[src/rtl/fetch_sequencer.sv]
// Instruction-fetch and PC-sequencing stage feeding the decoder.
// Owns the PC, runs a req/ack handshake with instruction memory, presents the
// captured instruction to decode/execute and computes the next PC from the
// decoder's control flags. Stops on invalid instructions or misaligned jr.
//
// Ports:
//   clk, rst_n            clock, synchronous active-low reset
//   imem_req/addr         fetch request and address (addr == pc)
//   imem_ack/rdata        fetch completion and instruction word
//   inst_valid, inst      captured instruction presented to decode
//   opcode, funct         inst[31:26], inst[5:0]
//   pc, pc_plus4          address of presented instruction, and pc+4
//   branch_eq/neq, jump,
//   jump_reg, invalid_inst decoder flags for the presented instruction
//   alu_zero, imm_ext,
//   rs_data               operands for branch/jump target selection
//   stall                 hold the presented instruction
//   halted, fault_code    stopped flag and cause (01 invalid, 10 misaligned jr)
//   inst_count            retired instruction count
module fetch_sequencer #(
  parameter logic [31:0] RESET_PC = 32'h0000_0000
) (
  input  logic        clk,
  input  logic        rst_n,
  output logic        imem_req,
  output logic [31:0] imem_addr,
  input  logic        imem_ack,
  input  logic [31:0] imem_rdata,
  output logic        inst_valid,
  output logic [31:0] inst,
  output logic [5:0]  opcode,
  output logic [5:0]  funct,
  output logic [31:0] pc,
  output logic [31:0] pc_plus4,
  input  logic        branch_eq,
  input  logic        branch_neq,
  input  logic        jump,
  input  logic        jump_reg,
  input  logic        invalid_inst,
  input  logic        alu_zero,
  input  logic [31:0] imm_ext,
  input  logic [31:0] rs_data,
  input  logic        stall,
  output logic        halted,
  output logic [1:0]  fault_code,
  output logic [31:0] inst_count
);

  typedef enum logic [1:0] {StBoot, StReq, StExec, StHalt} state_e;

  state_e      state_q;
  logic [31:0] pc_q;
  logic [31:0] inst_q;
  logic [31:0] count_q;
  logic [1:0]  fault_q;

  logic        branch_taken;
  logic [31:0] jump_target;
  logic [31:0] branch_target;
  logic [31:0] next_pc;

  always_comb begin
    pc_plus4      = pc_q + 32'd4;
    branch_taken  = (branch_eq & alu_zero) | (branch_neq & ~alu_zero);
    jump_target   = {pc_plus4[31:28], inst_q[25:0], 2'b00};
    branch_target = pc_plus4 + (imm_ext << 2);
    // Priority: jr, then j/jal, then taken branch, else sequential.
    if (jump_reg) begin
      next_pc = rs_data;
    end else if (jump) begin
      next_pc = jump_target;
    end else if (branch_taken) begin
      next_pc = branch_target;
    end else begin
      next_pc = pc_plus4;
    end
  end

  always_ff @(posedge clk) begin
    if (!rst_n) begin
      state_q <= StBoot;
      pc_q    <= RESET_PC;
      inst_q  <= 32'h0;
      count_q <= 32'h0;
      fault_q <= 2'b00;
    end else begin
      case (state_q)
        StBoot: state_q <= StReq;
        StReq: begin
          if (imem_ack) begin
            inst_q  <= imem_rdata;
            state_q <= StExec;
          end
        end
        StExec: begin
          // Decoder flags only matter in the cycle the stall drops.
          if (!stall) begin
            if (invalid_inst) begin
              state_q <= StHalt;
              fault_q <= 2'b01;
            end else if (jump_reg && (rs_data[1:0] != 2'b00)) begin
              state_q <= StHalt;
              fault_q <= 2'b10;
            end else begin
              pc_q    <= next_pc;
              count_q <= count_q + 32'd1;
              state_q <= StReq;
            end
          end
        end
        StHalt: state_q <= StHalt;
        default: state_q <= StBoot;
      endcase
    end
  end

  // Handshake/status outputs depend on the state register alone.
  assign imem_req   = (state_q == StReq);
  assign inst_valid = (state_q == StExec);
  assign halted     = (state_q == StHalt);
  assign imem_addr  = pc_q;
  assign pc         = pc_q;
  assign inst       = inst_q;
  assign opcode     = inst_q[31:26];
  assign funct      = inst_q[5:0];
  assign fault_code = fault_q;
  assign inst_count = count_q;

endmodule

[config.mk]
export PLATFORM = sky130hd
export DESIGN_NAME = fetch_sequencer
export DESIGN_NICKNAME = d
export VERILOG_FILES = /design/src/rtl/fetch_sequencer.sv
export SDC_FILE = /design/constraint.sdc
export NUM_CORES = 1
export LEC_CHECK = 0
export ABC_CLOCK_PERIOD_IN_PS = 3800
export CAP_MARGIN = 10
export CELL_PAD_IN_SITES_DETAIL_PLACEMENT = 1
export CELL_PAD_IN_SITES_GLOBAL_PLACEMENT = 2
export CORE_MARGIN = 2
export CORE_UTILIZATION = 22
export CTS_CLUSTER_DIAMETER = 80
export CTS_CLUSTER_SIZE = 24
export DETAILED_ROUTE_END_ITERATION = 12
export GPL_TIMING_DRIVEN = 0
export PLACE_DENSITY = 0.81
export SLEW_MARGIN = 20
export SYNTH_ARGS = -nofsm -noshare
export SYNTH_HDL_FRONTEND = slang
export SYNTH_SLANG_ARGS = --single-unit
[constraint.sdc]
create_clock -name clk -period 3.8 [get_ports clk]
set_clock_uncertainty 0.1 [all_clocks]
set_input_delay 0.57 -clock clk [delete_from_list [all_inputs] [get_ports clk]]
set_output_delay 0.57 -clock clk [all_outputs]
set_load 0.1 [all_outputs]
# Word-level counts from Yosys, hierarchy flattened
# Index checks and enable logic that the tools add are counted.
# op_classes
add_sub_neg	3
muxes	10
n_reduce_logical	8
bitwise_logic	7
n_eq_ne	5
# ops
operator	n
32-bit two-way mux	3
32-bit by 1-bit adder with 32-bit output, second input constant	1
32-bit by 3-bit adder with 32-bit output, second input constant	1
32-bit adder	1
2-bit two-way mux	6
2-bit one-hot mux with 4 select lines	1
2-bit equality test, second input constant	2
1-bit inverter	4
2-bit AND reduction	2
4-bit AND reduction	1
2-bit nonzero test	2
3-bit AND reduction	1
1-bit AND	2
2-bit by 1-bit equality test with 1-bit output, second input constant	1
2-bit zero test	1
2-bit by 1-bit != test with 1-bit output, second input constant	1
2-bit != test, second input constant	1
1-bit logical AND	1
1-bit bitwise OR	1
# word_totals
wordCells	38
in_bits	106
register_bits	100

# Longest topological paths before layout
# depth
depth_word	6
mapped_depth	17

# Worst setup path after synthesis
# Ideal clock, no wire load.
# synth_path
kind	register -> register
from	register pc_q[4] (netlist: imem_addr[4])
to	register pc_q[29] (netlist: imem_addr[29])
setup_time_ns	0.116
arrival_time_ns	5.859
path_stages_with_launch	18
synth_period_minus_slack_ns	6.075
path_buffers	3
setup_slack_ns	-2.275
path_cell_list	dfxtp_1 > and4_1 > and2_1 > clkbuf_1 > and3_1 > clkbuf_1 > nand2_1 > xnor2_1 > ha_1 > clkbuf_1 > a21oi_1 > nor2b_1 > nor3_1 > o32ai_1 > nor2_1 > o31ai_1 > or4_1 > a31o_2
# synth_between
elab_chain_len	5
# synth_rtl
item	line	text
start, declared	52	logic [31:0] pc_q;
start signal, assigned	105	pc_q <= next_pc;
32-bit by 3-bit adder with 32-bit output	63	pc_plus4 = pc_q + 32'd4;
via pc_plus4[18]	34	output logic [31:0] pc_plus4,
32-bit adder	66	branch_target = pc_plus4 + (imm_ext << 2);
32-bit two-way mux	72	end else if (branch_taken) begin
32-bit two-way mux	70	end else if (jump) begin
32-bit two-way mux	68	if (jump_reg) begin
# The timed path passes the listed nets, and every way through them passes these cells.
# A chain may end at the register's enable or synchronous reset.

# Worst setup path in the final report
# layout_path
from	register pc_q[2] (netlist: imem_addr[2])
to	output pc_plus4[19]
# layout_between
elab_chain_len	1
# layout_rtl
item	line
32-bit by 3-bit adder with 32-bit output	63
end, declared	34
# No other way between the ends.

==> results.md <==
Synth:
- In this run, synthesis produced a sequential element count of 100.
- The primary flip-flop cell chosen by synthesis mapping is dfxtp_1.
- The unique cell type count in the Yosys netlist is 74.
- The number of nets produced by synthesis is about 1100.
- Counting flops with a built-in enable in the synthesized netlist gives 0.
- For this run, asynchronously set or reset flops after synthesis account for 0%.
- Yosys printed 0 warnings.
- The synthesized netlist occupies a cell area of roughly 0.0074 mm².
- The average footprint of a synthesized cell is ~7.7 µm².
- After synthesis, flip-flops and latches occupy between 20% and 30% of the total area.
- In the synthesized netlist, the number of instances is about 960.

Setup path:
- The signal on the critical path passes through buf_4, and3_1, and4_1, nand3_1, xnor2_4, clkdlybuf4s50_1.
- The maximum fanout along the worst path is 8.
- STA classifies the critical path endpoint as an output port.
- The worst register-to-register path begins at imem_addr[4]$_SDFFE_PN0P_.
- On the critical path, the stage with the largest delay is an instance of clkdlybuf4s50_1.
- In this design, the stage delay of the slowest critical-path cell is between 1000 and 1500 ps.
- STA classifies the critical path startpoint as a register.
- The category of the critical setup timing path is register to output port.
- The most critical setup path has its startpoint at imem_addr[2]$_SDFFE_PN0P_.
- The count of buffer and inverter cells on the critical path is 2.
- Data arrives at the worst endpoint at a little over 3000 ps.
- For the worst setup path, the data required time is 3130 ps.
- The kind of cell with the highest combined delay along the critical path is buffers and inverters.

Route:
- After the first detailed-routing iteration, the DRC count stood at 380.
- The detailed-route wire length is roughly 35000 µm.
- The highest signal layer in the routed design is met5.
- The overall via count from detail_route is 8244.
- The count of nets left with antenna violations once routing finished came out at 0.
- The average wire per cell in the routed design is 20.82 µm.
- The first-pass detailed-route iteration total is 5.
- The number of remaining DRC errors is 0.
- The via count normalized by instance count is ~4.8.
- The met3 layer wire length in the routed design is between 2000 and 2500 µm.
- The routed length on met1 is around 16000 µm.
- The wire length on met2 is between 15000 and 20000 µm.

Placed design:
- The routability congestion estimate is roughly 0.83.
- The post-detailed-placement half-perimeter wirelength is ~29000 µm.
- The total of buffers placed on input and output ports is ~280.

Timing:
- The share of the cycle needed by the critical path after routing is 97.29%.
- The fmax is 0.2705 GHz.
- The relative max-transition margin is 29.75%.
- Adding up every negative setup slack in the final design gives 0 ps.
- Setup violations remaining at the end of the flow were counted as 0.
- The worst path in the final design needs a cycle of 3697 ps, including I/O delays and setup.
- For the pin with the worst max-slew slack, the measured transition is 1050 ps.
- The final count of hold timing violations is 0.
- On the final layout, the worst hold slack is about 390 ps.
- The max-slew violation count is 0.

Floorplanning:
- In this run the core area contains 66 standard-cell rows.
- In this run the count of I/O pins placed on the die edge is 283.
- For this configuration, the core starts out at a cell density of 22.49%.
- The die width is approximately 190 µm.
- The area of the placeable core is about 0.033 mm².
- The die footprint is between 0.03 and 0.04 mm².
- The y dimension of the die is roughly 190 µm.

Layout:
- The leading cell type in the layout, fill and taps excluded is clkdlybuf4s50_1.
- The count of fill cells added during filler insertion is approximately 3900.
- Compared with the post-synthesis result, the final layout area differs by 62.02%.
- At the end of the flow, the number of nets in the layout was 1400.
- Cells with a size suffix above 1 make up around 16% of the layout.
- Leaving out fill and tap cells, the most frequent cells in the layout are clkdlybuf4s50_1, nand2_1, dfxtp_1, buf_4, nor2_1.

Power and ir drop:
- For this design the static power due to leakage is roughly 0.0045 µW.
- Combinational logic is responsible for 28.4% of the overall power.
- Registers are responsible for a little under two fifths of the overall power.
- The part of the power in the clock network is 34.0%.
- The design internal power is about 1800 µW.
- The analysis attributes to net switching a power of 1069 µW.
- The switching share of total power is a little over a third.
- Across the VDD grid, the largest voltage drop is between 0.0002 and 0.00025 V.
- In this run the power density over the cells is 244.8 mW/mm².

Global route:
- Entering global routing, the biggest net connects 20 pins.
- The global-route wire length before repair is roughly 54000 µm.
- The total global routing track utilization is around a fifth.
- The initial antenna violation count is 2.
- Summed over all layers, the global routing overflow is 0.
- The number of global-route vias before repair came to around 8700.

Clocking:
- The number of hold buffers added after CTS was 0.
- The H-tree generated during clock tree synthesis spans 3 levels.
- The clock passes through at most 2 buffers.
- The cell at the root of the clock tree is clkbuf_16.
- After clock tree synthesis, the clock-pin slew on the worst setup and hold paths is about 80 ps.
- The clock buffer count from CTS is 9.
- For the worst-skew pair, the clock arrives at the later sink with an insertion delay of between 300 and 400 ps.
- The TritonCTS clock tree is yes.
- The TritonCTS sink count is 100.

Min path:
- The worst hold path begins at inst[30]$_SDFFE_PN0P_.
- The worst hold path belongs to the class register to register.

Run status:
- The flow ran to the end, and the final reports show no timing, DRC or antenna violations.

Job:
- The max-cap check violation count is 0.
worst paths after layout:
check                                     to  slack (ps)  depth (start not counted)
setup / recovery                pc_plus4[19]         100                          6
hold / removal         inst[30]$_SDFFE_PN0P_         390                          2
hold reg to reg        inst[30]$_SDFFE_PN0P_         390                          2
setup reg to reg  imem_addr[30]$_SDFFE_PN0P_         110                         15
worst min-delay path: stages (launching register included):
cell	delay (ps)
dfxtp_1	320
nand2_1	50
a21boi_0	60
flip-flops by register name, indices dropped and copies added, names as in the netlist:
register	cells
fault_code	2
imem_addr	32
inst	32
inst_count	32
state_q	2
routing by layer:
| layer | vias up | GRT usage [%] |
|---|---|---|
| li1 | 3965 | - |
| met1 | 4011 | 25.38 |
| met2 | 244 | 34.87 |
| met3 | 22 | 4.503 |
| met4 | 2 | 3.358 |
| met5 | - | 0 |
power groups by stage:
stage	Clock (µW)	Sequential (µW)	Combinational, µW
final	991	1100	830
after global routing	1060	1100	877
after CTS	1020	1100	827
after detailed placement	0	1120	819
after global placement	0	1120	813
after floorplan	0	1260	367
through the flow:
stage	instances	total power [µW]	worst slack, ps	utilization, %	instance area, µm²
6_report	1703	2917	103.1	36.44	11920
5_1_grt	1702	3033	-8.060	36.44	11920
4_1_cts	1699	2942	10.53	36.05	11790
3_5_place_dp	1677	1943	-324.0	34.82	11390
3_3_place_gp	1677	1936	-320.6	34.82	11390
2_1_floorplan	956	1629	-468.2	-	8041
cells in the mapped netlist (3+ instances only):
library cell | number | area (µm²)
nand2_1 | 159 | 596.8
dfxtp_1 | 100 | 2002
a21oi_1 | 56 | 280.3
nor2_1 | 56 | 210.2
xnor2_1 | 50 | 437.9
o21ai_0 | 47 | 235.2
buf_4 | 46 | 345.3
clkbuf_1 | 43 | 161.4
a21boi_0 | 42 | 315.3
nand3_1 | 39 | 195.2
ha_1 | 38 | 475.5
and2_1 | 29 | 181.4
nand4_1 | 22 | 137.6
xor2_1 | 21 | 183.9
and3_1 | 17 | 106.4
o211ai_1 | 16 | 120.1
nor3_1 | 13 | 65.06
a31oi_1 | 10 | 62.56
nor2b_1 | 9 | 56.30
o21a_1 | 9 | 67.56
a21o_1 | 8 | 60.06
inv_1 | 8 | 30.03
or3_1 | 8 | 50.05
and4_1 | 7 | 61.31
mux2i_1 | 7 | 70.07
a211oi_1 | 6 | 45.04
nand2b_1 | 6 | 37.54
o211a_1 | 6 | 60.06
o31ai_1 | 6 | 45.04
buf_1 | 5 | 18.77
mux2_2 | 4 | 45.04
a21boi_1 | 3 | 22.52
a31o_2 | 3 | 26.28
o21bai_1 | 3 | 22.52
o221a_2 | 3 | 33.78
or2_2 | 3 | 18.77
area by class of cell:
type	count	area [µm²]	area share, %
clock inverters	6	61.31	0.5144
multi-input cells	753	5508	46.22
diodes	1	2.502	0.02100
repair buffers	290	2872	24.09
inverters	8	33.78	0.2835
flip-flops and latches	100	2064	17.32
well taps	442	553.0	4.640
clock buffers	10	250.2	2.100
plain buffers	93	573.1	4.808
cells by family (layout without fill, tap and decap cells):
| kind of cell | Yosys count | count (layout) | share of synthesized area (%) |
|---|---|---|---|
| other | 0 | 1 | 0 |
| muxes | 11 | 11 | 1.565 |
| buffers and inverters | 103 | 407 | 7.705 |
| DFF | 100 | 100 | 27.22 |
| and+or+nand+nor | 384 | 384 | 25.50 |
| adders and majority gates | 39 | 39 | 6.736 |
| AOI/OAI and AO/OA | 247 | 247 | 22.61 |
| xor gates and xnor gates | 72 | 72 | 8.675 |
timing repair:
| item | in CTS | in global routing |
|---|---|---|
| gates resized for setup | 33 | 29 |
| gates cloned | 0 | 0 |
| setup buffers | 8 | 3 |
| endpoints found under the setup margin | 27 | 21 |
| pin swaps | 8 | 12 |
Power figures use the tool's default switching activity.
